===== src/rtl/psr_cond_unit_if.sv =====
// Bundle between the ALU / branch-control side (master) and the PSR +
// condition unit (slave). It carries the flag and PSR write ports, the
// condition request/response handshake and the status outputs.
//
// Condition handshake: the master raises cond_req with cond_code. The unit
// takes the request at the first rising edge where cond_req && cond_ready.
// The unit then holds cond_valid/cond_true stable until the edge where
// cond_ack is 1. A request is never queued, and cond_ack in idle is ignored.
interface psr_cond_if #(
    parameter int CNT_W = 16
);
    logic [15:0]      alu_flags;
    logic             flag_we_cf;
    logic             flag_we_lnz;
    logic             psr_wr;
    logic [15:0]      psr_wdata;
    logic [15:0]      psr;
    logic             cond_req;
    logic [3:0]       cond_code;
    logic             cond_ready;
    logic             cond_valid;
    logic             cond_true;
    logic             cond_ack;
    logic [CNT_W-1:0] taken_count;
    logic             dbg_state;

    modport master (
        output alu_flags, flag_we_cf, flag_we_lnz, psr_wr, psr_wdata,
        output cond_req, cond_code, cond_ack,
        input  psr, cond_ready, cond_valid, cond_true, taken_count, dbg_state
    );

    modport slave (
        input  alu_flags, flag_we_cf, flag_we_lnz, psr_wr, psr_wdata,
        input  cond_req, cond_code, cond_ack,
        output psr, cond_ready, cond_valid, cond_true, taken_count, dbg_state
    );
endinterface


===== src/rtl/psr_cond_unit.sv =====
// Processor status register plus CR16 condition evaluator. The PSR is loaded
// from ALU flag writes or from a software write. Condition codes are evaluated
// against the PSR and returned through a one-deep req/valid/ack handshake.
// A saturating counter counts the taken conditions.
module psr_cond_unit #(
    parameter bit BYPASS = 1'b0,
    parameter int CNT_W  = 16
) (
    input logic       clk,
    input logic       reset,
    psr_cond_if.slave bus
);
    localparam logic [15:0] PSR_MASK = 16'h00E5;
    localparam logic [0:0]  S_IDLE   = 1'b0;
    localparam logic [0:0]  S_RESP   = 1'b1;

    logic [15:0]      psr_q, psr_d;
    logic [0:0]       state_q, state_d;
    logic             cond_true_q, cond_true_d;
    logic [CNT_W-1:0] cnt_q, cnt_d;
    logic [15:0]      eval_psr;
    logic             eval_res;
    logic             accept;

    // Next PSR: a software write overrides flag loads; each flag enable touches only its own bits
    always_comb begin
        psr_d = psr_q;
        if (bus.psr_wr) begin
            psr_d = bus.psr_wdata & PSR_MASK;
        end else begin
            if (bus.flag_we_cf) begin
                psr_d[0] = bus.alu_flags[0];
                psr_d[5] = bus.alu_flags[5];
            end
            if (bus.flag_we_lnz) begin
                psr_d[2] = bus.alu_flags[2];
                psr_d[6] = bus.alu_flags[6];
                psr_d[7] = bus.alu_flags[7];
            end
        end
    end

    // Condition table over C=0, L=2, F=5, Z=6, N=7; bypass mode sees this cycle's flag writes
    always_comb begin
        eval_psr = BYPASS ? psr_d : psr_q;
        eval_res = 1'b0;
        case (bus.cond_code)
            4'b0000: eval_res =  eval_psr[6];
            4'b0001: eval_res = ~eval_psr[6];
            4'b0010: eval_res =  eval_psr[0];
            4'b0011: eval_res = ~eval_psr[0];
            4'b0100: eval_res =  eval_psr[2];
            4'b0101: eval_res = ~eval_psr[2];
            4'b0110: eval_res =  eval_psr[7];
            4'b0111: eval_res = ~eval_psr[7];
            4'b1000: eval_res =  eval_psr[5];
            4'b1001: eval_res = ~eval_psr[5];
            4'b1010: eval_res = ~eval_psr[2] & ~eval_psr[6];
            4'b1011: eval_res =  eval_psr[2] |  eval_psr[6];
            4'b1100: eval_res = ~eval_psr[7] & ~eval_psr[6];
            4'b1101: eval_res =  eval_psr[7] |  eval_psr[6];
            4'b1110: eval_res = 1'b1;
            default: eval_res = 1'b0;
        endcase
    end

    // Handshake FSM: accept only in IDLE, and leave RESP only on ack, so there is no same-cycle re-accept
    always_comb begin
        accept      = (state_q == S_IDLE) && bus.cond_req;
        state_d     = state_q;
        cond_true_d = cond_true_q;
        cnt_d       = cnt_q;
        case (state_q)
            S_IDLE: begin
                if (accept) begin
                    state_d     = S_RESP;
                    cond_true_d = eval_res;
                    if (eval_res && (cnt_q != {CNT_W{1'b1}})) begin
                        cnt_d = cnt_q + CNT_W'(1);
                    end
                end
            end
            default: begin
                if (bus.cond_ack) begin
                    state_d = S_IDLE;
                end
            end
        endcase
    end

    // State registers; the asynchronous reset discards any pending result at once
    always_ff @(posedge clk or posedge reset) begin
        if (reset) begin
            psr_q       <= '0;
            state_q     <= S_IDLE;
            cond_true_q <= 1'b0;
            cnt_q       <= '0;
        end else begin
            psr_q       <= psr_d;
            state_q     <= state_d;
            cond_true_q <= cond_true_d;
            cnt_q       <= cnt_d;
        end
    end

    assign bus.psr         = psr_q;
    assign bus.cond_ready  = (state_q == S_IDLE);
    assign bus.cond_valid  = (state_q == S_RESP);
    assign bus.cond_true   = cond_true_q;
    assign bus.taken_count = cnt_q;
    assign bus.dbg_state   = state_q[0];
endmodule


===== src/flat_wrapper.sv =====
// flat-port wrapper written by rule: the top's interface ports become plain ports
module psr_cond_unit_flat 
#(
    parameter bit BYPASS = 1'b0,
    parameter int CNT_W  = 16
)
  (clk, reset, bus_alu_flags, bus_flag_we_cf, bus_flag_we_lnz, bus_psr_wr, bus_psr_wdata, bus_cond_req, bus_cond_code, bus_cond_ack, bus_psr, bus_cond_ready, bus_cond_valid, bus_cond_true, bus_taken_count, bus_dbg_state);
  psr_cond_if #(.CNT_W(CNT_W)) bus_i ();
  input logic clk;
  input logic reset;
  input wire logic [$bits(bus_i.alu_flags)-1:0] bus_alu_flags;
  input wire logic [$bits(bus_i.flag_we_cf)-1:0] bus_flag_we_cf;
  input wire logic [$bits(bus_i.flag_we_lnz)-1:0] bus_flag_we_lnz;
  input wire logic [$bits(bus_i.psr_wr)-1:0] bus_psr_wr;
  input wire logic [$bits(bus_i.psr_wdata)-1:0] bus_psr_wdata;
  input wire logic [$bits(bus_i.cond_req)-1:0] bus_cond_req;
  input wire logic [$bits(bus_i.cond_code)-1:0] bus_cond_code;
  input wire logic [$bits(bus_i.cond_ack)-1:0] bus_cond_ack;
  output wire logic [$bits(bus_i.psr)-1:0] bus_psr;
  output wire logic [$bits(bus_i.cond_ready)-1:0] bus_cond_ready;
  output wire logic [$bits(bus_i.cond_valid)-1:0] bus_cond_valid;
  output wire logic [$bits(bus_i.cond_true)-1:0] bus_cond_true;
  output wire logic [$bits(bus_i.taken_count)-1:0] bus_taken_count;
  output wire logic [$bits(bus_i.dbg_state)-1:0] bus_dbg_state;
  assign bus_i.alu_flags = bus_alu_flags;
  assign bus_i.flag_we_cf = bus_flag_we_cf;
  assign bus_i.flag_we_lnz = bus_flag_we_lnz;
  assign bus_i.psr_wr = bus_psr_wr;
  assign bus_i.psr_wdata = bus_psr_wdata;
  assign bus_i.cond_req = bus_cond_req;
  assign bus_i.cond_code = bus_cond_code;
  assign bus_i.cond_ack = bus_cond_ack;
  assign bus_psr = bus_i.psr;
  assign bus_cond_ready = bus_i.cond_ready;
  assign bus_cond_valid = bus_i.cond_valid;
  assign bus_cond_true = bus_i.cond_true;
  assign bus_taken_count = bus_i.taken_count;
  assign bus_dbg_state = bus_i.dbg_state;
  psr_cond_unit #(.BYPASS(BYPASS), .CNT_W(CNT_W)) u_core (.clk(clk), .reset(reset), .bus(bus_i));
endmodule

===== config.mk =====
export PLATFORM = sky130hd
export DESIGN_NAME = psr_cond_unit_flat
export DESIGN_NICKNAME = d
export VERILOG_FILES = /design/src/rtl/psr_cond_unit_if.sv /design/src/rtl/psr_cond_unit.sv /design/src/flat_wrapper.sv
export SDC_FILE = /design/constraint.sdc
export NUM_CORES = 1
export LEC_CHECK = 0
export CAP_MARGIN = 20
export CORE_MARGIN = 5
export CORE_UTILIZATION = 42
export CTS_CLUSTER_SIZE = 28
export DETAILED_ROUTE_END_ITERATION = 6
export PLACE_DENSITY_LB_ADDON = 0.05
export SLEW_MARGIN = 15
export SYNTH_ARGS = -nofsm -noshare
export SYNTH_HDL_FRONTEND = slang
export SYNTH_SLANG_ARGS = --single-unit

===== constraint.sdc =====
create_clock -name clk -period 3.4 [get_ports clk]
set_clock_uncertainty 0.2 [all_clocks]
set_input_delay 0.68 -clock clk [delete_from_list [all_inputs] [get_ports clk]]
set_output_delay 0.68 -clock clk [all_outputs]
set_load 0.05 [all_outputs]

==> impl_summary.log, run 1 <==
[metrics] number of buffers created by CTS: 3
[metrics] CP startpoint kind: input pin
[metrics] number of routed nets with antenna violations: 0
[metrics] largest fanout on the critical path: 12
[metrics] Cell Area, Synth: 1440 um^2
[metrics] global-route wire length before repair: 4840 um
[metrics] share of the synthesized area in compound gates (AO/OA/AOI/OAI): 7.19%
[metrics] number of synthesized register bits: 23
[metrics] sequential area share after synthesis: 39.9%
[metrics] series of cell instances along the critical path: clkdlybuf4s50_1 -> nor2b_1 -> o21ba_2 -> a211oi_1 -> nor4_4 -> buf_4 -> nor4b_1 -> xor2_1
[metrics] Tightest Hold Check Type: reg2reg
[metrics] share of flip-flops with an asynchronous set or reset after synthesis: 100%
[metrics] maximum clock insertion buffer count: 2
[metrics] CP Data Arrival Time: 2910 ps
[metrics] status: completed
[metrics] total negative setup slack: 0 ps
[metrics] DRC violation count after routing: 0
[metrics] largest area contributor in the netlist: dfrtp_1
[metrics] clock edge transition at the registers on the reported setup and hold paths: 130 ps
[metrics] worst hold-check slack: 298 ps
[metrics] library cell contributing the largest single delay on the critical path: clkdlybuf4s50_1
[metrics] vias in the first global route: 1042
[metrics] number of instances in the synthesized netlist: 142
[metrics] worst setup slack after placement: 206 ps
[metrics] mean post-synth cell area: 10.2 um^2
[metrics] Tmin final: 2870 ps
[metrics] Core Region: 3340 um^2
[metrics] overall global routing resource usage: 13.5%
[metrics] number of gates resized after CTS: 0
[metrics] Max transition margin: 41.8%
[metrics] worst-case setup margin in the final layout: 533 ps
[metrics] layout cell share with drive strength beyond 1: 9.24%
[metrics] violation count after the first detailed-routing iteration: 76
[metrics] Die Footprint: 4710 um^2
[metrics] mux share of post-synthesis cell area: 4.94%
[metrics] Synth top area share: 39.9%
[metrics] flip-flop cell with the highest count after synthesis: dfrtp_1
[metrics] Post-CTS Setup Inserts: 0
[metrics] Final Hold Fails: 0
[metrics] relative area change from synthesis to final layout: 30.7%
[metrics] top cells by area in the synthesized netlist: dfrtp_1 (40%), xor2_1 (10%), buf_4 (7.3%)
[metrics] Clock Root Buffer: clkbuf_4
[metrics] RSZ-0062 raised after global routing: no
[metrics] first drt pass iteration count: 4
[metrics] Max Clk Rate: 0.349 GHz
[metrics] largest net degree at the start of global routing: 24
[metrics] final wirelength: 3060 um
[metrics] IO Count: 79
[metrics] Slowest Stage Delay on Critical Path: 580 ps
[metrics] final weighted congestion in routability-driven placement: 0.810
[metrics] Worst Max-Slew Pin Slew: 872 ps
[metrics] crit share post-route: 84.3%
[metrics] Sinks on Clock Net: 23
[metrics] Std-Cell Rows: 21
[metrics] post-detailed-placement half-perimeter wirelength: 2370 um
[metrics] number of flops mapped to enable cells by yosys: 0
[metrics] Die Span Y: 68.6 um
[metrics] Skew-Pair Late Insertion Delay: 310 ps
[metrics] standby leakage power: 0.836 nW
[metrics] parity-gate share of the synthesized area counting xor and xnor cells: 10.9%
[metrics] cell with the most instances after synthesis: dfrtp_1
[metrics] count of input and output buffers: 45
[metrics] per-cell via count in the routed design: 5.05
[metrics] total number of vias: 1161
[metrics] non-filler cells in the finished layout: 230
[metrics] type of the worst setup path: in2reg
[metrics] layout net count: 229
[metrics] CTS tree: yes
[metrics] # setup viols final: 0
[metrics] Max H-tree Level: 1
[metrics] basic-gate share of the synthesized area counting and, or, nand and nor cells: 24.7%
[metrics] Initial Utilization: 43.3%
[metrics] number of max-cap violations: 0
[metrics] peak ir drop on the vdd network: 0.268 mV
[metrics] cell types with the highest counts after synthesis: dfrtp_1 (23), xor2_1 (17), buf_4 (14)
[metrics] Antenna Diode Count: 0
[metrics] library cells used by synthesis: 35
[metrics] sum of overflow across all layers after global routing: 0
[metrics] final number of max-transition violations: 0
[metrics] post-detailed-route wirelength per cell: 13.3 um
[metrics] number of synthesis warnings: 0
[metrics] capturing element type of the critical path: flip-flop
[metrics] width of the chip: 68.6 um
[metrics] number of placed instances, taps included: 226
[metrics] antenna violations before repair: 0
[metrics] worst endpoint required time: 3440 ps
[metrics] combinational family with the most area after synthesis: simple AND/OR/NAND/NOR gates
[metrics] adder-cell area share of the yosys netlist: 0.867%
[metrics] power per standard cell area: 485 nW/um^2
[metrics] cts-stage hold buffer count: 0
==> cell usage in the layout, fill, tap and decap left out, types with 2 or more instances in the layout <==
cell	instances
clkdlybuf4s50_1	45
dfrtp_1	23
xor2_1	17
nand2_1	12
conb_1	11
nand3_1	9
o21ai_0	8
mux2i_1	6
nor4_2	6
nor3_1	5
and3_1	3
nor2b_1	3
nor4_1	3
inv_1	3
clkbuf_4	3
buf_4	3
nand2b_1	2
nor2_1	2
nor4b_1	2
a211oi_1	2
and4_1	2
==> power by group <==
group,switching (mW),internal (mW)
Clock,0.0810,0.0458
Sequential,0.0497,0.315
Combinational,0.275,0.148
==> logic make-up after synthesis <==
family / Yosys count
AOI/OAI and AO/OA: 15
adders and majority gates: 1
DFF: 23
muxes: 7
other: 1
xor gates and xnor gates: 18
and+or+nand+nor: 54
buffers and inverters: 23
==> worst paths after layout <==
kind / cells after the start / slack [ps] / end / start
setup / recovery: 8 / 530 / u_core.bus.taken_count[14]$_DFFE_PP0P_ / bus_cond_code[1]
hold / removal: 2 / 300 / u_core.bus.cond_true$_DFFE_PP0P_ / u_core.bus.cond_true$_DFFE_PP0P_
setup reg to reg: 6 / 900 / u_core.bus.taken_count[1]$_DFFE_PP0P_ / u_core.bus.taken_count[6]$_DFFE_PP0P_
hold reg to reg: 2 / 300 / u_core.bus.cond_true$_DFFE_PP0P_ / u_core.bus.cond_true$_DFFE_PP0P_
max in group asynchronous: 2 / 1810 / u_core.bus.taken_count[5]$_DFFE_PP0P_ / reset
min in group asynchronous: 2 / 660 / u_core.bus.cond_true$_DFFE_PP0P_ / reset
==> per-layer routing <==
metal	up-vias	track usage, %	part of all wire [%]
met2	33	20.3	47
met4	0	4.47	1.0
met5	-	0	0
met3	4	3.08	6.8
li1	562	-	-
met1	562	19.0	45
==> state kept, by name (all words and copies together) (netlist names) <==
signal and flops:
u_core.bus.psr 5, u_core.bus.cond_true 1, u_core.bus.taken_count 16, u_core.bus.cond_valid 1
==> worst max-delay path: cells and delay by family <==
family                 cells  cell delay (ps)
XOR/XNOR                   1              180
AND/OR/NAND/NOR            3              710
AO/OA/AOI/OAI              2              570
buffers and inverters      2              770
==> stage by stage <==
step | power, mW | cell area (um^2) | util, %
detailed placement | 0.798 | 1860 | 55.8
global placement | 0.793 | 1860 | 55.8
floorplan | 0.666 | 1480 | -
finish | 0.915 | 1890 | 56.5
global route | 0.973 | 1890 | 56.5
CTS | 0.928 | 1890 | 56.5
==> layout make-up <==
class                      count  area [um^2]
multi-input combinational    106          743
sequential                    23          576
fill                         322         1450
tap                           46         57.6
inverter                       3         11.3
clock buffer                   4         26.3
timing repair buffer          48          473
Note: power is estimated with default switching activity, not from simulation.
==> inputs of run 2 (changes only) <==
CORE_UTILIZATION = 39   (was 42)
clock period = 2.9 ns   (was 3.4 ns; I/O delays follow)
==> impl_summary.log, run 2 (synthesis gave the netlist of run 1 again) <==
[metrics] clock share of power: 16.8%
[metrics] standby leakage power: 0.900 nW
[metrics] vias in the first global route: 1178
[metrics] peak-usage layer in the global routing report: met2
[metrics] Tightest Hold Check Type: reg2reg
[metrics] Final Hold Fails: 0
[metrics] status: completed
[metrics] Seq. cell area: 576 um^2
[metrics] final weighted congestion in routability-driven placement: 0.805
[metrics] per-cell via count in the routed design: 4.84
[metrics] DRC violation count after routing: 0
[metrics] Final Core Density: 54.8%
[metrics] Max transition margin: 65.4%
[metrics] total internal power: 651 uW
[metrics] Global Route met3 Usage: 2.84%
[metrics] met1 Use GR: 16.5%
[metrics] number of buffers created by CTS: 3
[metrics] Sinks on Clock Net: 23
[metrics] IO Count: 79
[metrics] largest net degree at the start of global routing: 24
[metrics] Antenna Diode Count: 0
[metrics] capturing element type of the critical path: flip-flop
[metrics] CTS tree: yes
[metrics] RSZ-0062 raised after global routing: no
[metrics] Post-CTS Setup Inserts: 0
[metrics] global-route wire length before repair: 5340 um
[metrics] post-detailed-placement half-perimeter wirelength: 2620 um
[metrics] commonest cells after routing, fill and taps aside: clkdlybuf4s50_1 (45), dfrtp_1 (23), xor2_1 (17), buf_4 (14), nand2_1 (12)
[metrics] type of the worst setup path: in2reg
[metrics] Worst Max-Slew Pin Slew: 517 ps
[metrics] worst setup slack after placement: -65.7 ps
[metrics] Tmin final: 2680 ps
[metrics] power per standard cell area: 571 nW/um^2
[metrics] antenna violations before repair: 0
[metrics] worst-case setup margin in the final layout: 217 ps
[metrics] worst reg2reg setup slack: 480 ps
[metrics] crit share post-route: 92.5%
[metrics] violation count after the first detailed-routing iteration: 48
[metrics] worst endpoint required time: 2850 ps
[metrics] cts-stage hold buffer count: 0
[metrics] count of fill cells added during filler insertion: 346
[metrics] Core Region: 3630 um^2
[metrics] Die Span Y: 70.8 um
[metrics] most common library cell in the layout ignoring fill and taps: clkdlybuf4s50_1
[metrics] overall global routing resource usage: 13.0%
[metrics] final number of max-transition violations: 0
[metrics] width of the chip: 70.8 um
[metrics] combinational cell fraction of total power: 45.3%
[metrics] count of input and output buffers: 45
[metrics] Std-Cell Rows: 22
[metrics] peak ir drop on the vdd network: 0.511 mV
[metrics] CP startpoint kind: input pin
[metrics] global routing usage on met2: 22.1%
[metrics] number of gates resized after CTS: 0
[metrics] flip-flop count of the largest register after layout: 16
[metrics] maximum clock insertion buffer count: 2
[metrics] relative contribution of sequential cells to total power: 37.9%
[metrics] CP Data Arrival Time: 2630 ps
[metrics] Initial Utilization: 39.7%
[metrics] # setup viols final: 0
[metrics] post-detailed-route wirelength per cell: 13.7 um
[metrics] switching pwr: 486 uW
[metrics] layout net count: 240
[metrics] final instance area: 1990 um^2
[metrics] clock edge transition at the registers on the reported setup and hold paths: 80 ps
[metrics] DP Area: 1950 um^2
[metrics] Max Clk Rate: 0.373 GHz
[metrics] Clock Root Buffer: clkbuf_8
[metrics] number of max-cap violations: 0
[metrics] layout cell share with drive strength beyond 1: 14.4%
[metrics] number of routed nets with antenna violations: 0
[metrics] proportion of total power due to net switching: 42.7%
[metrics] Skew-Pair Late Insertion Delay: 260 ps
[metrics] Die Footprint: 5020 um^2
[metrics] largest fanout on the critical path: 4
[metrics] area of the multi-input gates: 743 um^2
[metrics] final wirelength: 3340 um
[metrics] sum of overflow across all layers after global routing: 0
[metrics] relative area change from synthesis to final layout: 37.9%
[metrics] first drt pass iteration count: 4
[metrics] total number of vias: 1177
[metrics] Max H-tree Level: 1
[run 2: path summary, 6_finish.rpt]
kind,from,end,cells past startpoint
hold reg to reg,u_core.bus.taken_count[8]$_DFFE_PP0P_,u_core.bus.taken_count[8]$_DFFE_PP0P_,1
setup reg to reg,u_core.bus.taken_count[6]$_DFFE_PP0P_,u_core.bus.taken_count[1]$_DFFE_PP0P_,7
setup / recovery,bus_cond_code[0],u_core.bus.taken_count[1]$_DFFE_PP0P_,8
max in group asynchronous,reset,u_core.bus.taken_count[12]$_DFFE_PP0P_,3
hold / removal,u_core.bus.taken_count[8]$_DFFE_PP0P_,u_core.bus.taken_count[8]$_DFFE_PP0P_,1
min in group asynchronous,reset,u_core.bus.taken_count[0]$_DFFE_PP0P_,3
[run 2: final cells by class]
class / instances / area share (%)
multi-input combinational: 106 / 37.3
sequential: 23 / 28.9
timing repair buffer: 59 / 27.9
tap: 48 / 3.02
clock buffer: 4 / 2.26
inverter: 3 / 0.566
[run 2: per-layer routing]
layer | wire [um] | share of wire, % | vias up
li1 | - | - | 580
met1 | 1510 | 45 | 565
met2 | 1650 | 49 | 30
met3 | 159 | 4.8 | 2
met4 | 17 | 0.51 | 0
met5 | 0 | 0 | -
[run 2: per-stage QoR]
step                power (mW)  hold WS, ps  setup TNS, ps  std cells
global route              1.20          303              0        243
global placement         0.947          272          -20.3        239
finish                    1.14          284              0        243
detailed placement       0.954          276          -65.7        239
floorplan                0.781          382              0        152
CTS                       1.16          292              0        243
[run 2: critical path, cell delays in order]
cell and delay (ps):
clkdlybuf4s50_1 500, buf_4 150, xor2_1 160, a211oi_1 110, a311oi_2 330, nor4_4 70
nor3_1 330, mux2_2 380
[run 2: power groups by stage]
stage	combinational [mW]	clock [mW]	sequential (mW)
floorplan	0.182	0	0.599
global placement	0.511	0	0.435
detailed placement	0.518	0	0.436
CTS	0.521	0.205	0.431
global route	0.543	0.219	0.439
finish	0.516	0.191	0.431
==> inputs of run 3 (changes only) <==
CAP_MARGIN = 15   (was 20)
SLEW_MARGIN = 10   (was 15)
==> results of run 3 <==
Final layout, timing and power as in run 2 (identical DEF).
